$ cat src/rtl/wb_timer_if.sv
// Pipelined Wishbone bus bundle shared by the CPU interconnect (master)
// and I/O responders (slave). clk/rst are carried for completeness only.
interface if_wb (
    input logic clk,
    input logic rst
);
    logic [15:0] adr;
    logic        cyc;
    logic        stb;
    logic        we;
    logic [15:0] dat_m;
    logic [15:0] dat_s;
    logic        ack;
    logic        stall;

    modport master (
        input  clk, rst,
        output adr, cyc, stb, we, dat_m,
        input  dat_s, ack, stall
    );

    modport slave (
        input  clk, rst,
        input  adr, cyc, stb, we, dat_m,
        output dat_s, ack, stall
    );
endinterface

$ cat src/rtl/wb_timer.sv
// 16-bit prescaled timer/counter with compare match and irq, as a
// pipelined Wishbone slave. Ports: clk, rst_n (async low), wb (slave), irq.
module wb_timer #(
    parameter logic [15:0] PRESC_RST = 16'h0000,
    parameter logic [15:0] CMP_RST   = 16'hFFFF
) (
    input  logic clk,
    input  logic rst_n,
    if_wb.slave  wb,
    output logic irq
);
    logic        r_en, r_per, r_ien, r_match;
    logic [15:0] r_presc, r_cmp, r_cnt, r_pcnt;
    logic        r_ack;
    logic [15:0] r_dat;

    logic        w_acc, w_wr;
    logic [1:0]  w_sel;
    logic        w_wr_ctrl, w_wr_presc, w_wr_cmp, w_wr_cnt;
    logic        w_tick, w_hit;
    logic [15:0] w_rdata;
    logic        w_unused;

    assign w_acc      = wb.cyc & wb.stb;
    assign w_wr       = w_acc & wb.we;
    assign w_sel      = wb.adr[2:1];
    assign w_wr_ctrl  = w_wr && (w_sel == 2'd0);
    assign w_wr_presc = w_wr && (w_sel == 2'd1);
    assign w_wr_cmp   = w_wr && (w_sel == 2'd2);
    assign w_wr_cnt   = w_wr && (w_sel == 2'd3);

    assign w_tick = r_en && (r_pcnt == r_presc);
    assign w_hit  = w_tick && (r_cnt == r_cmp);

    assign w_unused = ^{wb.adr[15:3], wb.adr[0], wb.clk, wb.rst};

    always_comb begin
        w_rdata = '0;
        case (w_sel)
            2'd0:    w_rdata = {r_match, 12'd0, r_ien, r_per, r_en};
            2'd1:    w_rdata = r_presc;
            2'd2:    w_rdata = r_cmp;
            default: w_rdata = r_cnt;
        endcase
    end

    always_ff @(posedge clk or negedge rst_n) begin
        if (!rst_n) begin
            r_ack   <= 1'b0;
            r_dat   <= '0;
            r_en    <= 1'b0;
            r_per   <= 1'b0;
            r_ien   <= 1'b0;
            r_match <= 1'b0;
            r_presc <= PRESC_RST;
            r_cmp   <= CMP_RST;
            r_cnt   <= '0;
            r_pcnt  <= '0;
        end else begin
            r_ack <= w_acc;
            r_dat <= (w_acc && !wb.we) ? w_rdata : 16'h0000;

            if (w_wr_presc) r_presc <= wb.dat_m;
            if (w_wr_cmp)   r_cmp   <= wb.dat_m;

            if (w_wr_ctrl) begin
                r_per <= wb.dat_m[1];
                r_ien <= wb.dat_m[2];
            end

            // Bus write of EN wins over the one-shot auto-stop
            if (w_wr_ctrl)
                r_en <= wb.dat_m[0];
            else if (w_hit && !r_per)
                r_en <= 1'b0;

            // A new match wins over a simultaneous W1C
            if (w_hit)
                r_match <= 1'b1;
            else if (w_wr_ctrl && wb.dat_m[15])
                r_match <= 1'b0;

            if (w_wr_cnt)
                r_cnt <= wb.dat_m;
            else if (w_tick) begin
                if (w_hit)
                    r_cnt <= r_per ? 16'h0000 : r_cnt;
                else
                    r_cnt <= r_cnt + 16'd1;
            end

            // Free-runs past a lowered PRESC and wraps at FFFF
            if (w_wr_cnt || !r_en || w_tick)
                r_pcnt <= '0;
            else
                r_pcnt <= r_pcnt + 16'd1;
        end
    end

    assign wb.ack   = r_ack;
    assign wb.dat_s = r_dat;
    assign wb.stall = 1'b0;
    assign irq      = r_match & r_ien;
endmodule

$ cat src/flat_wrapper.sv
// flat-port wrapper written by rule: the top's interface ports become plain ports
module wb_timer_flat 
#(
    parameter logic [15:0] PRESC_RST = 16'h0000,
    parameter logic [15:0] CMP_RST   = 16'hFFFF
)
  (clk, rst_n, irq, rst, wb_adr, wb_cyc, wb_stb, wb_we, wb_dat_m, wb_dat_s, wb_ack, wb_stall);
  if_wb wb_i (.clk(clk), .rst(rst));
  input  logic clk;
  input  logic rst_n;
  output logic irq;
  input wire logic rst;
  input wire logic [$bits(wb_i.adr)-1:0] wb_adr;
  input wire logic [$bits(wb_i.cyc)-1:0] wb_cyc;
  input wire logic [$bits(wb_i.stb)-1:0] wb_stb;
  input wire logic [$bits(wb_i.we)-1:0] wb_we;
  input wire logic [$bits(wb_i.dat_m)-1:0] wb_dat_m;
  output wire logic [$bits(wb_i.dat_s)-1:0] wb_dat_s;
  output wire logic [$bits(wb_i.ack)-1:0] wb_ack;
  output wire logic [$bits(wb_i.stall)-1:0] wb_stall;
  assign wb_i.adr = wb_adr;
  assign wb_i.cyc = wb_cyc;
  assign wb_i.stb = wb_stb;
  assign wb_i.we = wb_we;
  assign wb_i.dat_m = wb_dat_m;
  assign wb_dat_s = wb_i.dat_s;
  assign wb_ack = wb_i.ack;
  assign wb_stall = wb_i.stall;
  wb_timer #(.PRESC_RST(PRESC_RST), .CMP_RST(CMP_RST)) u_core (.clk(clk), .rst_n(rst_n), .wb(wb_i), .irq(irq));
endmodule
$ cat config.mk
export PLATFORM = sky130hd
export DESIGN_NAME = wb_timer_flat
export DESIGN_NICKNAME = d
export VERILOG_FILES = /design/src/rtl/wb_timer_if.sv /design/src/rtl/wb_timer.sv /design/src/flat_wrapper.sv
export SDC_FILE = /design/constraint.sdc
export NUM_CORES = 1
export LEC_CHECK = 0
export CAP_MARGIN = 20
export CORE_ASPECT_RATIO = 0.5
export CORE_UTILIZATION = 45
export DETAILED_ROUTE_END_ITERATION = 8
export PLACE_DENSITY = 0.72
export SLEW_MARGIN = 30
export SYNTH_ARGS = -nofsm -noshare
export SYNTH_HDL_FRONTEND = slang
export SYNTH_SLANG_ARGS = --single-unit
$ cat constraint.sdc
create_clock -name clk -period 2.6 [get_ports clk]
set_input_delay 0.52 -clock clk [delete_from_list [all_inputs] [get_ports clk]]
set_output_delay 0.52 -clock clk [all_outputs]
set_load 0.01 [all_outputs]
### After elaboration in Yosys (flattened, before gate mapping)

Index checks and enable logic that the tools add are counted.

* bits in registers: 85
* bits of input ports: 38
* output and inout bits: 19
* logic and storage cells: 51

* add/subtract/negate cells: 2
* eq/ne operators: 6
* multiplexer cells: 11
* bitwise gates (word level): 3
* reduce and logical (&&, ||, !) cells: 19

Operators with widths (number)
* 16-bit two-way mux: 6
* 16-bit case mux with 3 select lines: 1
* 16-bit by 1-bit adder with 16-bit output (second input constant): 2
* 16-bit == test: 2
* 1-bit logical AND: 9
* 2-bit nonzero test: 3
* 2-bit == test (second input constant): 2
* 1-bit two-way mux: 4
* 1-bit AND: 3
* 1-bit zero test: 3
* 3-bit by 1-bit inequality test with 1-bit output (second input constant): 1
* 2-bit by 1-bit == test with 1-bit output (second input constant): 1
* 2-bit zero test: 1
* 1-bit logical OR: 2
* 2-bit AND reduction: 1

### Depth between registers and ports, before layout

Gate-level depths: netlist of the first run.

* depth in word-level cells: 6
* mapped depth: 8
* mapped depth without buffers: 7

### Least setup slack after synthesis of the first run

Ideal clock, no wire load.

* kind: input to register
* from: input wb_adr[1]
* to: register u_core.r_dat[10], in the netlist u_core.wb.dat_s[10]
* setup time: 0.132 ns
* arrival time: 1.805 ns
* required time: 2.468 ns
* setup slack: 0.663 ns
* cell stages on the path: 5
* path buffers: 2
* path through: clkbuf_1 > clkbuf_1 > mux2_2 > a22oi_1 > nor2_1

* cells in the longest elaborated chain, start to end: 3
* elaborated cells between the ends (all ways): 5
* those cells by class: eq/ne: 2; mux: 2; reduce/logical: 1

Ends and longest elaborated chain
* from (decl): RTL line flat_wrapper.sv:13 `input wire logic [$bits(wb_i.adr)-1:0] wb_adr;`
* 2-bit == test, or another cell as far along: RTL line wb_timer.sv:39 `case (w_sel)`
* 16-bit case mux with 3 select lines (*): RTL line wb_timer.sv:39
* 16-bit two-way mux (*): RTL line wb_timer.sv:61 `r_dat <= (w_acc && !wb.we) ? w_rdata : 16'h0000;`
* to (signal assigned): RTL line wb_timer.sv:61
* to (decl): RTL line wb_timer.sv:15 `logic [15:0] r_dat;`

Mark *: on every way between the ends. The rest lies on a longest branch, timed or not.
A chain may end at the register's enable or synchronous reset.

### Final worst setup path of the first run

* from: register u_core.r_cnt[6]
* to: register u_core.r_cnt[6]

* cells in the longest elaborated chain, start to end: 5
* elaborated cells between the ends (all ways): 8
* those cells by class: add/sub: 1; eq/ne: 2; mux: 3; reduce/logical: 2

Ends and longest elaborated chain
* from (decl): RTL line wb_timer.sv:13 `logic [15:0] r_presc, r_cmp, r_cnt, r_pcnt;`
* from (signal assigned): RTL line wb_timer.sv:84 `r_cnt <= wb.dat_m;`
* from (signal assigned): RTL line wb_timer.sv:87 `r_cnt <= r_per ? 16'h0000 : r_cnt;`
* from (signal assigned): RTL line wb_timer.sv:89 `r_cnt <= r_cnt + 16'd1;`
* branches (longest 5 deep; another with 16-bit by 1-bit adder with 16-bit output)

Parallel ways; which one is timed is not known. The select of a mux whose other input is x is not followed.

==> results of run 1 <==
## power breakdown
part,internal [mW],leakage (nW),total (mW),switching [mW]
Combinational,0.390,1.05,0.736,0.346
Clock,0.842,0.151,1.35,0.505
Sequential,1.54,1.03,1.74,0.201
## worst reg2reg max path: stages (launching register included)
cell and delay [ns]:
dfrtp_1 0.45, xor2_1 0.19, nor4_1 0.61, nand4_1 0.27
buf_4 0.25, mux2_2 0.27, o211ai_1 0.16, o311ai_1 0.12
## cells in the mapped netlist, types with 2 or more instances
library cell | number | area, µm²
dfrtp_1 | 69 | 1730
mux2_2 | 46 | 518
nand2_1 | 37 | 139
nor2_1 | 33 | 124
xor2_1 | 29 | 254
nand3_1 | 21 | 105
xnor2_1 | 17 | 149
dfstp_2 | 16 | 420
a22oi_1 | 14 | 105
clkbuf_1 | 13 | 48.8
inv_1 | 8 | 30.0
o21ai_0 | 8 | 40.0
a21oi_1 | 7 | 35.0
nand4_1 | 7 | 43.8
and3_1 | 6 | 37.5
buf_2 | 6 | 30.0
nor2b_1 | 6 | 37.5
o211ai_1 | 6 | 45.0
nor3_1 | 5 | 25.0
and2_1 | 4 | 25.0
and4_1 | 4 | 35.0
mux4_2 | 4 | 90.1
nor4_1 | 4 | 25.0
a31oi_1 | 3 | 18.8
nand2b_1 | 3 | 18.8
o21bai_1 | 3 | 22.5
o311ai_0 | 3 | 26.3
o31ai_1 | 3 | 22.5
or3_1 | 3 | 18.8
or4_1 | 3 | 22.5
a211o_1 | 2 | 17.5
ha_1 | 2 | 25.0
o21a_1 | 2 | 15.0
## state kept, by name, indices dropped and copies added (netlist names)
register / count
u_core.wb.ack: 1
u_core.r_match: 1
u_core.r_pcnt: 16
u_core.r_ien: 1
u_core.r_per: 1
u_core.r_presc: 16
u_core.r_cnt: 16
u_core.r_en: 1
u_core.wb.dat_s: 16
u_core.r_cmp: 16
## stage by stage
stage	util (%)	total power [mW]	worst slack, ns	cells	instance area, µm²
2_1_floorplan	-	2.18	0.663	412	4440
3_3_place_gp	54.0	2.46	0.301	594	5140
3_5_place_dp	54.0	2.48	0.270	594	5140
4_1_cts	57.3	3.84	0.230	610	5450
5_1_grt	57.3	3.98	0.156	610	5450
6_report	57.3	3.82	0.154	610	5450
## cell families after synthesis
kind of cell / Yosys count / share of synthesized area, %
other: 1 / 0.0844
AND/OR/NAND/NOR: 143 / 16.6
adder cells (fa/ha/maj): 2 / 0.563
XOR/XNOR: 46 / 9.07
AO/OA/AOI/OAI: 56 / 8.78
buffers and inverters: 29 / 2.87
flip-flops: 85 / 48.3
multiplexers: 50 / 13.7
## cell usage in the layout (no fill, tap or decap), types with 3 or more instances in the layout
cell type and n:
nor2_1 33, a31oi_1 3, or4_1 3, a22oi_1 14, clkbuf_16 9, nand2b_1 3
or3_1 3, nor3_1 5, dfrtp_1 69, xor2_1 29, o31ai_1 3, nand3_1 21
and2_1 4, mux2_2 46, inv_1 8, o311ai_0 3, o21ai_0 8, clkbuf_1 3
and3_1 6, and4_1 4, dfstp_2 16, xnor2_1 17, buf_4 28, o21bai_1 3
nand4_1 7, a21oi_1 7, nor4_1 4, clkdlybuf4s50_1 39, nand2_1 37, mux4_2 4
nor2b_1 6, o211ai_1 6
## final cells by class
class                      count  area, µm²  area share (%)
multi-input combinational    298       2170            39.8
sequential                    85       2150            39.4
timing repair buffer          68        621            11.4
clock buffer                  12        236            4.34
tap                          135        169            3.10
clock inverter                 4       73.8            1.36
inverter                       8       30.0           0.551
## worst min path at each step
| stage | from | end | cells past startpoint |
|---|---|---|---|
| detailed placement | u_core.r_match | u_core.r_match | 2 |
| finish | rst_n | u_core.r_presc[10] | 1 |
| global route | rst_n | u_core.wb.dat_s[10] | 1 |
| floorplan | rst_n | u_core.r_cnt[0] | 0 |
| CTS | rst_n | u_core.wb.dat_s[10] | 1 |
| global placement | u_core.r_ien | u_core.r_ien | 1 |
## layer usage
| metal | global-route usage (%) | routed length, µm | vias up |
|---|---|---|---|
| met1 | 35.0 | 5290 | 1691 |
| met4 | 5.85 | 100 | 0 |
| li1 | - | - | 1587 |
| met3 | 5.87 | 943 | 10 |
| met5 | 0 | 0 | - |
| met2 | 34.6 | 4920 | 116 |
==> impl_metrics.csv, run 1 <==
group,metric,value,unit
status,status,"finished, final reports clean",
sta,setup-tns-final,0,ns
setup_path,crit_end,"u_core.r_cnt[6]",
clocking,clock-sinks,85,
sta,max_freq,409,MHz
detailed_routing,drt_iter0_drc,343,
clocking,postCtsHoldBufs,0,
sta,whs,0.158,ns
synthesis,syn_inst,412,
sta,slew_headroom,48.6,%
power,powerDensity,702,nW/µm²
die,dieHeight,72.3,µm
detailed_routing,route.detailed.drc,0,
synthesis,synth_ff_type,"dfrtp_1",
finish,drive_gt1_share,24.2,%
clocking,path_clk_slew,0.06,ns
sta,post-route-min-period,2.45,ns
sta,worst_slew_pin_slew,0.772,ns
global_routing,grt_pass1_vias,3198,
setup_path,crit_buf_inv,1,
setup_path,worst_ep_arrival_time,2.66,ns
setup_path,crit_family,"simple AND/OR/NAND/NOR gates",
detailed_routing,via_count,3404,
placement,finalWeightedCongestion,0.881,
sta,rsz0062_at_grt,"no",
synthesis,synth_cell_types,48,
flow_run,cap_viol_max_count,0,
setup_path,cp_slowest_cell,"nor4_1",
global_routing,grt_overflow,0,
clocking,numCtsBuffers,9,
sta,drv_slew,0,
finish,fillers,820,
global_routing,grt_pass1_wl,17800,µm
synthesis,synth_nets,452,
setup_path,r2r_slack,0.15,ns
setup_path,cp_slowest_stage_delay,0.61,ns
setup_path,cp-start-kind,"register",
power,power_leakage,2.23,nW
clocking,worst_skew_pair.late_latency,0.34,ns
synthesis,synth_edf_count,0,
setup_path,crit_chain,"xor2_1, nor4_1, nand4_1, buf_4, mux2_2, o211ai_1, o311ai_1",
min_path,hold_path.class,"in -> async",
clocking,cts_htree_levels,3,
die,num_io_pins,57,
setup_path,critPathLaunch,"u_core.r_cnt[6]",
die,die_w,143,µm
detailed_routing,drtAntennaViolNets,0,
die,initial_utilization,46.7,%
setup_path,r2r_start,"u_core.r_cnt[6]",
placement,dpl.hpwl,8300,µm
die,die_area,10300,µm²
synthesis,syn_area,4440,µm²
sta,final.period_utilization,94.1,%
finish,syn2layout_area_growth,22.6,%
synthesis,yosys_register_bits,85,
synthesis,synthArstFlopShare,100,%
clocking,cts-root-buf,"clkbuf_16",
setup_path,rr_endpoint,"u_core.r_cnt[6]",
detailed_routing,firstDrtPassIters,5,
clocking,cts_tree,"yes",
setup_path,critical_path.max_fanout,11,
sta,setup_violations,0,
die,core.rowCount,25,
setup_path,path_depth,7,
detailed_routing,routed_wl,11300,µm
detailed_routing,viasPerCell,5.58,
setup_path,crit_type,"reg -> reg",
die,core,9510,µm²
synthesis,yosysSeqAreaShare,48.3,%
global_routing,track_usage,23.6,%
global_routing,grt_max_degree,47,
finish,final_nets,510,
clocking,cts-resized-gates,0,
sta,fin_skew,0.00941,ns
setup_path,crit_required,2.81,ns
clocking,post_cts_buffers,0,
finish,antenna_cells,0,
sta,hold_viol_final,0,
setup_path,worstRegToRegCells,7,
global_routing,antenna_found_initial,0,
synthesis,yosys_warnings,0,
placement,io_buffers,40,
detailed_routing,wl_per_cell,18.4,µm
setup_path,critical_path.endpoint_type,"register",
synthesis,syn_avg_cell_area,10.8,µm²
clocking,clock_path_buffers,2,
power,vdd_ir_drop_max,350,µV
No activity file was read; power rests on OpenSTA's default activity.
==> run 2, diff against run 1 <==
--- a/config.mk
+++ b/config.mk
@@ -10,6 +10,7 @@
 export CORE_UTILIZATION = 45
 export DETAILED_ROUTE_END_ITERATION = 8
 export PLACE_DENSITY = 0.72
+export REMOVE_ABC_BUFFERS = 1
 export SLEW_MARGIN = 30
 export SYNTH_ARGS = -nofsm -noshare
 export SYNTH_HDL_FRONTEND = slang
==> run 2 against run 1 <==
- via count shrank 2.5%
- total power is 1.0% higher
- flip-flop and latch count unchanged
- critical endpoint is now u_core.r_cnt[4]
- non-clock buffer count decreased by 6
- core utilization increased by 0.12 points
- sequential power about the same
==> impl_metrics.csv, run 2 (synthesis gave the netlist of run 1 again) <==
group,metric,value,unit
die,die_area,10300,µm²
sta,fin_skew,0.00579,ns
clocking,path_clk_slew,0.06,ns
status,status,"finished, final reports clean",
setup_path,cp_slowest_cell,"nor4_4",
global_routing,grt_max_degree,48,
finish,antenna_cells,0,
setup_path,worst_ep_arrival_time,2.66,ns
global_routing,grt_overflow,0,
die,initial_utilization,46.7,%
clocking,worst_skew_pair.late_latency,0.34,ns
die,core,9510,µm²
placement,dpl.hpwl,7900,µm
die,die_w,143,µm
sta,fin_ws,0.169,ns
detailed_routing,via_count,3318,
finish,syn2layout_area_growth,22.8,%
sta,worst_slew_pin_slew,0.631,ns
power,power_leakage,2.21,nW
setup_path,worstRegToRegCells,6,
placement,finalWeightedCongestion,0.921,
sta,drv_slew,0,
finish,drive_gt1_share,24.1,%
detailed_routing,firstDrtPassIters,4,
global_routing,track_usage,23.2,%
power,vdd_ir_drop_max,338,µV
sta,whs,0.151,ns
sta,final.period_utilization,93.5,%
detailed_routing,drtAntennaViolNets,0,
sta,max_freq,411,MHz
detailed_routing,route.detailed.drc,0,
global_routing,antenna_found_initial,0,
setup_path,crit_chain,"xnor2_1, nand4_1, nor4_4, nand2_1, o21a_1, a211o_1",
detailed_routing,wl_per_cell,17.7,µm
clocking,post_cts_buffers,0,
placement,place_ws,-0.0990,ns
setup_path,crit_type,"reg -> reg",
die,dieHeight,72.3,µm
finish,layout_common_cells,"69 x dfrtp_1, 46 x mux2_2, 39 x clkdlybuf4s50_1, 36 x nand2_1, 33 x nor2_1",
placement,io_buffers,40,
power,power,3.86,mW
detailed_routing,drt_iter0_drc,270,
clocking,clock-sinks,85,
detailed_routing,routed_wl,10700,µm
clocking,numCtsBuffers,9,
sta,post-route-min-period,2.43,ns
setup_path,cp-start-kind,"register",
die,num_io_pins,57,
global_routing,busiest_layer,"met2",
global_routing,use_met3,5.94,%
setup_path,critical_path.endpoint_type,"register",
power,powerDensity,708,nW/µm²
global_routing,grt_pass1_vias,3297,
finish,final_nets,504,
sta,setup_violations,0,
setup_path,critical_path.max_fanout,6,
global_routing,grt_pass1_wl,17600,µm
setup_path,crit_required,2.83,ns
sta,slew_headroom,57.6,%
clocking,clock_path_buffers,2,
setup_path,crit_buf_inv,0,
sta,rsz0062_at_grt,"no",
setup_path,path_depth,6,
detailed_routing,viasPerCell,5.49,
clocking,cts_tree,"yes",
min_path,hold_path.class,"in -> async",
finish,final_common_cell,"dfrtp_1",
setup_path,crit_family,"simple AND/OR/NAND/NOR gates",
global_routing,grtUsageMet1,33.6,%
flow_run,cap_viol_max_count,0,
sta,hold_viol_final,0,
clocking,cts-root-buf,"clkbuf_16",
setup_path,cp_slowest_stage_delay,0.52,ns
die,core.rowCount,25,
clocking,cts_htree_levels,3,
global_routing,use_met2,34.6,%
finish,fillers,820,
## run 2: cell count changes in the layout (fill, tap and decap cells not counted)
cell | previous run | this run
clkinv_2 | 1 | 0
nand2_2 | 0 | 1
clkbuf_1 | 3 | 1
a21oi_1 | 7 | 6
nand2_1 | 37 | 36
buf_4 | 28 | 20
clkinvlp_4 | 0 | 2
a21oi_2 | 1 | 2
nand4_4 | 0 | 1
nand4_2 | 1 | 0
clkbuf_8 | 0 | 1
buf_12 | 1 | 3
## run 2: cell type report
type	count	area, µm²	area share [%]
Clock inverter	5	83.8	1.54
Tap cell	135	169	3.09
Multi-Input combinational cell	298	2180	40.0
Timing Repair Buffer	62	601	11.0
Clock buffer	11	243	4.45
Sequential cell	85	2150	39.3
Inverter	8	30.0	0.550
## run 2: worst register-to-register path: cells and delay by family, from the launching register on
family           cells  cell delay [ns]
AO/OA/AOI/OAI        2             0.58
flip-flops           1             0.43
AND/OR/NAND/NOR      3             1.04
XOR/XNOR             1             0.28
## run 2: path summary, 6_finish.rpt
check / to / slack [ns] / startpoint
min in group clk: u_core.r_presc[0] / 0.55 / u_core.r_presc[0]
min: u_core.r_presc[14] / 0.15 / rst_n
max in group asynchronous: u_core.r_cmp[0] / 1.76 / rst_n
max: u_core.r_cnt[4] / 0.17 / u_core.r_pcnt[13]
min reg2reg: u_core.r_presc[0] / 0.55 / u_core.r_presc[0]
max reg2reg: u_core.r_cnt[4] / 0.17 / u_core.r_pcnt[13]
## run 2: metrics by stage
| stage | util, % | cell area (µm²) | std cells | setup TNS (ns) |
|---|---|---|---|---|
| final | 57.4 | 5460 | 604 | 0 |
| after global routing | 57.4 | 5460 | 604 | 0 |
| after CTS | 57.2 | 5440 | 604 | 0 |
| after detailed placement | 53.8 | 5120 | 588 | -1.24 |
| after global placement | 53.8 | 5120 | 588 | -0.612 |
| after floorplan | - | 4350 | 391 | 0 |
## run 2: what timing repair did
action / in CTS / in global routing
resized for setup: 0 / 3
setup endpoints to repair: 0 / 8
hold buffers: 0 / 0
## run 2: power by group
| part | leakage [nW] | total [mW] | internal (mW) | switching, mW |
|---|---|---|---|---|
| Combinational | 1.03 | 0.756 | 0.394 | 0.363 |
| Clock | 0.152 | 1.39 | 0.869 | 0.523 |
| Sequential | 1.03 | 1.71 | 1.54 | 0.175 |
## run 2: per-layer routing
layer  vias up  wire length, µm  share of wire (%)
li1       1570                -                  -
met1      1630             5200                 49
met2       109             4680                 44
met3         9              702                6.6
met4         0               99               0.93
met5         -                0                  0
==> run 3, diff against run 2 <==
==> constraint.sdc (replaced) <==
create_clock -name clk -period 2.7 [get_ports clk]
set_input_delay 0.54 -clock clk [delete_from_list [all_inputs] [get_ports clk]]
set_output_delay 0.54 -clock clk [all_outputs]
set_load 0.01 [all_outputs]
==> run 3 against run 2 <==
- final cell count is 1.2% lower
- clock power fell by 6%
- flip-flop and latch count unchanged
- non-clock buffer count decreased by 7
- sequential power decreased by 2%
- routed wire length decreased by 0.13%
- final area decreased by 1.6%
- register-to-register slack better by 0.07 ns
- die area stayed put
- setup slack improved by 0.068 ns
- fmax fell by 1.3%
- largest cell class unchanged
==> impl_metrics.csv, run 3 (synthesis gave the netlist of run 1 again) <==
group,metric,value,unit
detailed_routing,via_count,3347,
clocking,cts-resized-gates,0,
sta,rsz0062_at_grt,"no",
setup_path,critical_path.endpoint_type,"register",
detailed_routing,wl_met3,623,µm
sta,setup_violations,0,
setup_path,crit_type,"reg -> reg",
finish,multi_input_area,2170,µm²
clocking,clock-sinks,85,
detailed_routing,route.detailed.drc,0,
die,die_w,143,µm
clocking,cts_tree,"yes",
sta,whs,0.183,ns
clocking,cts-root-buf,"clkbuf_16",
flow_run,cap_viol_max_count,0,
setup_path,crit_chain,"xnor2_1, nand4_1, nor4_4, nand4_2, buf_4, or3_1, nand3_1",
global_routing,grt_pass1_vias,3324,
die,core,9510,µm²
setup_path,cp-start-kind,"register",
clocking,numCtsBuffers,9,
die,initial_utilization,46.7,%
finish,layout_common_cells,"69 x dfrtp_1, 46 x mux2_2, 39 x clkdlybuf4s50_1, 37 x nand2_1, 33 x nor2_1",
finish,ff_latch_area,2150,µm²
finish,final_common_cell,"dfrtp_1",
detailed_routing,firstDrtPassIters,5,
sta,slew_headroom,53.4,%
detailed_routing,routed_wl,10700,µm
finish,drive_gt1_share,22.9,%
power,vdd_ir_drop_max,314,µV
detailed_routing,drt_iter0_drc,352,
setup_path,crit_buf_inv,1,
sta,hold_viol_final,0,
power,power_leakage,2.17,nW
setup_path,worst_ep_arrival_time,2.74,ns
setup_path,r2r_slack,0.24,ns
detailed_routing,topRoutingLayerUsed,"met4",
setup_path,crit_family,"simple AND/OR/NAND/NOR gates",
sta,final.period_utilization,91.2,%
clocking,postCtsHoldBufs,0,
clocking,clock_path_buffers,2,
finish,antenna_cells,0,
global_routing,track_usage,23.5,%
clocking,path_clk_slew,0.06,ns
setup_path,rr_endpoint,"u_core.r_cnt[10]",
die,dieHeight,72.3,µm
sta,post-route-min-period,2.46,ns
placement,io_buffers,40,
clocking,cts_htree_levels,3,
die,num_io_pins,57,
power,powerDensity,682,nW/µm²
finish,final_nets,497,
detailed_routing,route.met2.wl,4740,µm
setup_path,critical_path.max_fanout,11,
setup_path,crit_required,2.98,ns
clocking,post_cts_buffers,0,
placement,finalWeightedCongestion,0.851,
die,core.rowCount,25,
global_routing,antenna_found_initial,0,
sta,max_freq,406,MHz
global_routing,grt_overflow,0,
setup_path,cp_slowest_stage_delay,0.47,ns
die,die_area,10300,µm²
clocking,worst_skew_pair.late_latency,0.35,ns
finish,fillers,817,
sta,worst_slew_pin_slew,0.694,ns
sta,fin_skew,0.00685,ns
global_routing,grt_pass1_wl,17800,µm
finish,final_core_util,56.5,%
finish,syn2layout_area_growth,20.8,%
global_routing,grt_max_degree,44,
placement,dpl.hpwl,7840,µm
detailed_routing,viasPerCell,5.61,
setup_path,r2r_start,"u_core.r_pcnt[13]",
sta,drv_slew,0,
setup_path,cp_slowest_cell,"nor4_4",
detailed_routing,drtAntennaViolNets,0,
min_path,hold_path.class,"in -> async",
detailed_routing,met1Wirelength,5180,µm
setup_path,worstRegToRegCells,7,
detailed_routing,wl_per_cell,17.9,µm
status,status,"finished, final reports clean",
run 3: report_power, final:
group	internal [mW]	leakage (nW)	switching, mW
Sequential	1.48	1.03	0.186
Clock	0.805	0.151	0.509
Combinational	0.357	0.992	0.323
Total	2.64	2.17	1.02
run 3: cell type report:
class / instances / area share, %
Clock buffer: 9 / 4.19
Clock inverter: 7 / 1.68
Inverter: 8 / 0.559
Multi-Input combinational cell: 298 / 40.5
Sequential cell: 85 / 40.0
Tap cell: 135 / 3.15
Timing Repair Buffer: 55 / 9.97
run 3: routing by layer:
metal	up-vias	GRT usage [%]
met5	-	0
li1	1558	-
met2	96	35.8
met1	1679	33.6
met3	14	5.94
met4	0	6.45
run 3: how the worst max path moves through the flow:
stage | startpoint | end | slack, ns | cells after the start
global placement | wb_adr[2] | u_core.r_pcnt[4] | 0.03 | 5
floorplan | wb_adr[1] | u_core.r_presc[0] | 0.63 | 3
global route | wb_cyc | u_core.r_pcnt[3] | 0.08 | 6
finish | u_core.r_pcnt[13] | u_core.r_cnt[10] | 0.24 | 7
detailed placement | wb_cyc | u_core.r_pcnt[11] | -0.05 | 6
CTS | u_core.r_cmp[12] | u_core.r_cnt[5] | 0.23 | 6
run 3: worst register-to-register path, stage by stage (launching register included):
cell	delay (ns)
dfrtp_1	0.43
xnor2_1	0.23
nand4_1	0.20
nor4_4	0.47
nand4_2	0.36
buf_4	0.28
or3_1	0.34
nand3_1	0.08
run 3: through the flow:
step / cells / power [mW] / setup slack [ns] / cell area, µm² / TNS, ns
after floorplan: 391 / 2.08 / 0.626 / 4350 / 0
after global placement: 581 / 2.34 / 0.0264 / 5050 / 0
after detailed placement: 581 / 2.36 / -0.0504 / 5050 / -0.492
after CTS: 597 / 3.68 / 0.230 / 5370 / 0
after global routing: 597 / 3.83 / 0.0847 / 5370 / 0
final: 597 / 3.66 / 0.237 / 5370 / 0
==> RTL edit, RTL diff (settings of run 2) <==
Register the output `irq`, with the module's reset; this adds one clock of latency there. The other outputs are not delayed to match.
--- a/src/rtl/wb_timer.sv
+++ b/src/rtl/wb_timer.sv
@@ -101,5 +101,11 @@
     assign wb.dat_s = r_dat;
     assign wb.stall = 1'b0;
-    assign irq      = r_match & r_ien;
+    always_ff @(posedge clk or negedge rst_n) begin
+        if (!rst_n) begin
+            irq <= '0;
+        end else begin
+            irq <= r_match & r_ien;
+        end
+    end
 endmodule
 
Check against the original RTL: not equivalent (a bounded check fails within 4 cycles, from zero or initial values and one cycle with rst_n low).
==> RTL edit against run 2 <==
Power fell by 2.3%; design area is 0.25% lower; core utilization decreased by 0.33 points; setup slack gained 0.067 ns; die area grew 0.55%; sequential cell count rose by 1; synthesized area grew 0.56%; non-clock buffer count is 4 higher; routed wire length rose by 7.7%; clock skew increased by 0.00076 ns; via count increased by 5.3%; cell count is 0.83% higher; critical path type unchanged; largest cell class unchanged.
==> RTL edit: results (changes against run 2) <==
{| class="wikitable"
! Metric !! Value
|-
| Met3 Use GR || 7.26% (+1.3 points)
|-
| Worst voltage drop across the vdd grid || 0.000362 V (+7.1%)
|-
| Clock group total power || 0.00129 W (-7%)
|-
| Adder-Cell Fraction of Synth Area || 0.560% (-0.0032 points)
|-
| M2 GR Usage || 34.2% (-0.44 points)
|-
| Slowest Stage Delay on Critical Path || 0.48 ns (-0.04 ns)
|-
| Normalized max-slew margin || 60.4% (+2.8 points)
|-
| Combinational share of power || 19.3% (-0.3 points)
|-
| Switch Pwr || 0.00106 W (+0.27%)
|-
| Seq_cells || 86 (+1.2%)
|-
| Post-Route Hold Slack || 0.182 ns (+0.0313 ns)
|-
| Crit Path Max Fanout || 15 (+9)
|-
| Setup clock skew after layout || 0.00655 ns (+0.000764 ns)
|-
| Outcome || completed
|-
| Router iterations before antenna repair || 5 (+1)
|-
| Worst slack at placement || -0.00495 ns (+0.0941 ns)
|-
| Destination of the worst register-to-register timing path || u_core.r_cnt[5]$_DFFE_PN0P_
|-
| Commonest cells in the netlist || 70 x dfrtp_1, 46 x mux2_2, 37 x nand2_1
|-
| Met1 global-route usage || 34.5% (+0.97 points)
|-
| Crit path DAT || 2.64 ns (-0.02 ns)
|-
| Multi-input gate share of total cell area || 39.9% (-0.11 points)
|-
| Cells taking the most area after synthesis || dfrtp_1 39%, mux2_2 12%, dfstp_2 9.4%
|-
| Number of global-route vias before repair || 3281 (-0.49%)
|-
| Startpoint of the most critical register-to-register path || u_core.r_presc[13]$_DFFE_PN0P_
|-
| Number of DRC violations after detailed-routing iteration 0 || 354 (+31%)
|-
| Synthesized-area fraction occupied by xor and xnor cells || 9.01% (-0.051 points)
|-
| Met2 Routed Length || 4840 um (+3.4%)
|-
| Max Freq || 0.423 GHz (+2.8%)
|-
| Final clock-cell share || 5.40% (-0.58 points)
|-
| Metal1 wirelength || 5500 um (+5.6%)
|-
| Placer congestion estimate || 0.941 (+2.2%)
|}
==> RTL edit: cell count changes in the layout (fill, tap and decap cells not counted), sizes merged <==
cell / run 2 / this run
clkinv: 1 / 2
clkinvlp: 2 / 0
dfrtp: 69 / 70
clkbuf: 11 / 13
buf: 23 / 27
bufinv: 2 / 1
==> RTL edit: per-stage QoR <==
stage                     total power, W  util [%]
after floorplan                  0.00218         -
after global placement           0.00246      53.9
after detailed placement         0.00249      53.9
after CTS                        0.00378      57.0
after global routing             0.00393      57.1
final                            0.00378      57.1
==> RTL edit: worst register-to-register path: cells and delay by family (launching register included) <==
kind                      cells  cell delay [ns]
and+or+nand+nor               5             1.37
DFF                           1             0.41
xor gates and xnor gates      1             0.30
buffers and inverters         1             0.22
==> RTL edit: timing repair <==
action / 4_1_cts / 5_1_grt
endpoints found under the hold margin: 0 / 0
setup endpoints to repair: 0 / 2
gates resized for setup: 0 / 1
setup buffers: 0 / 0
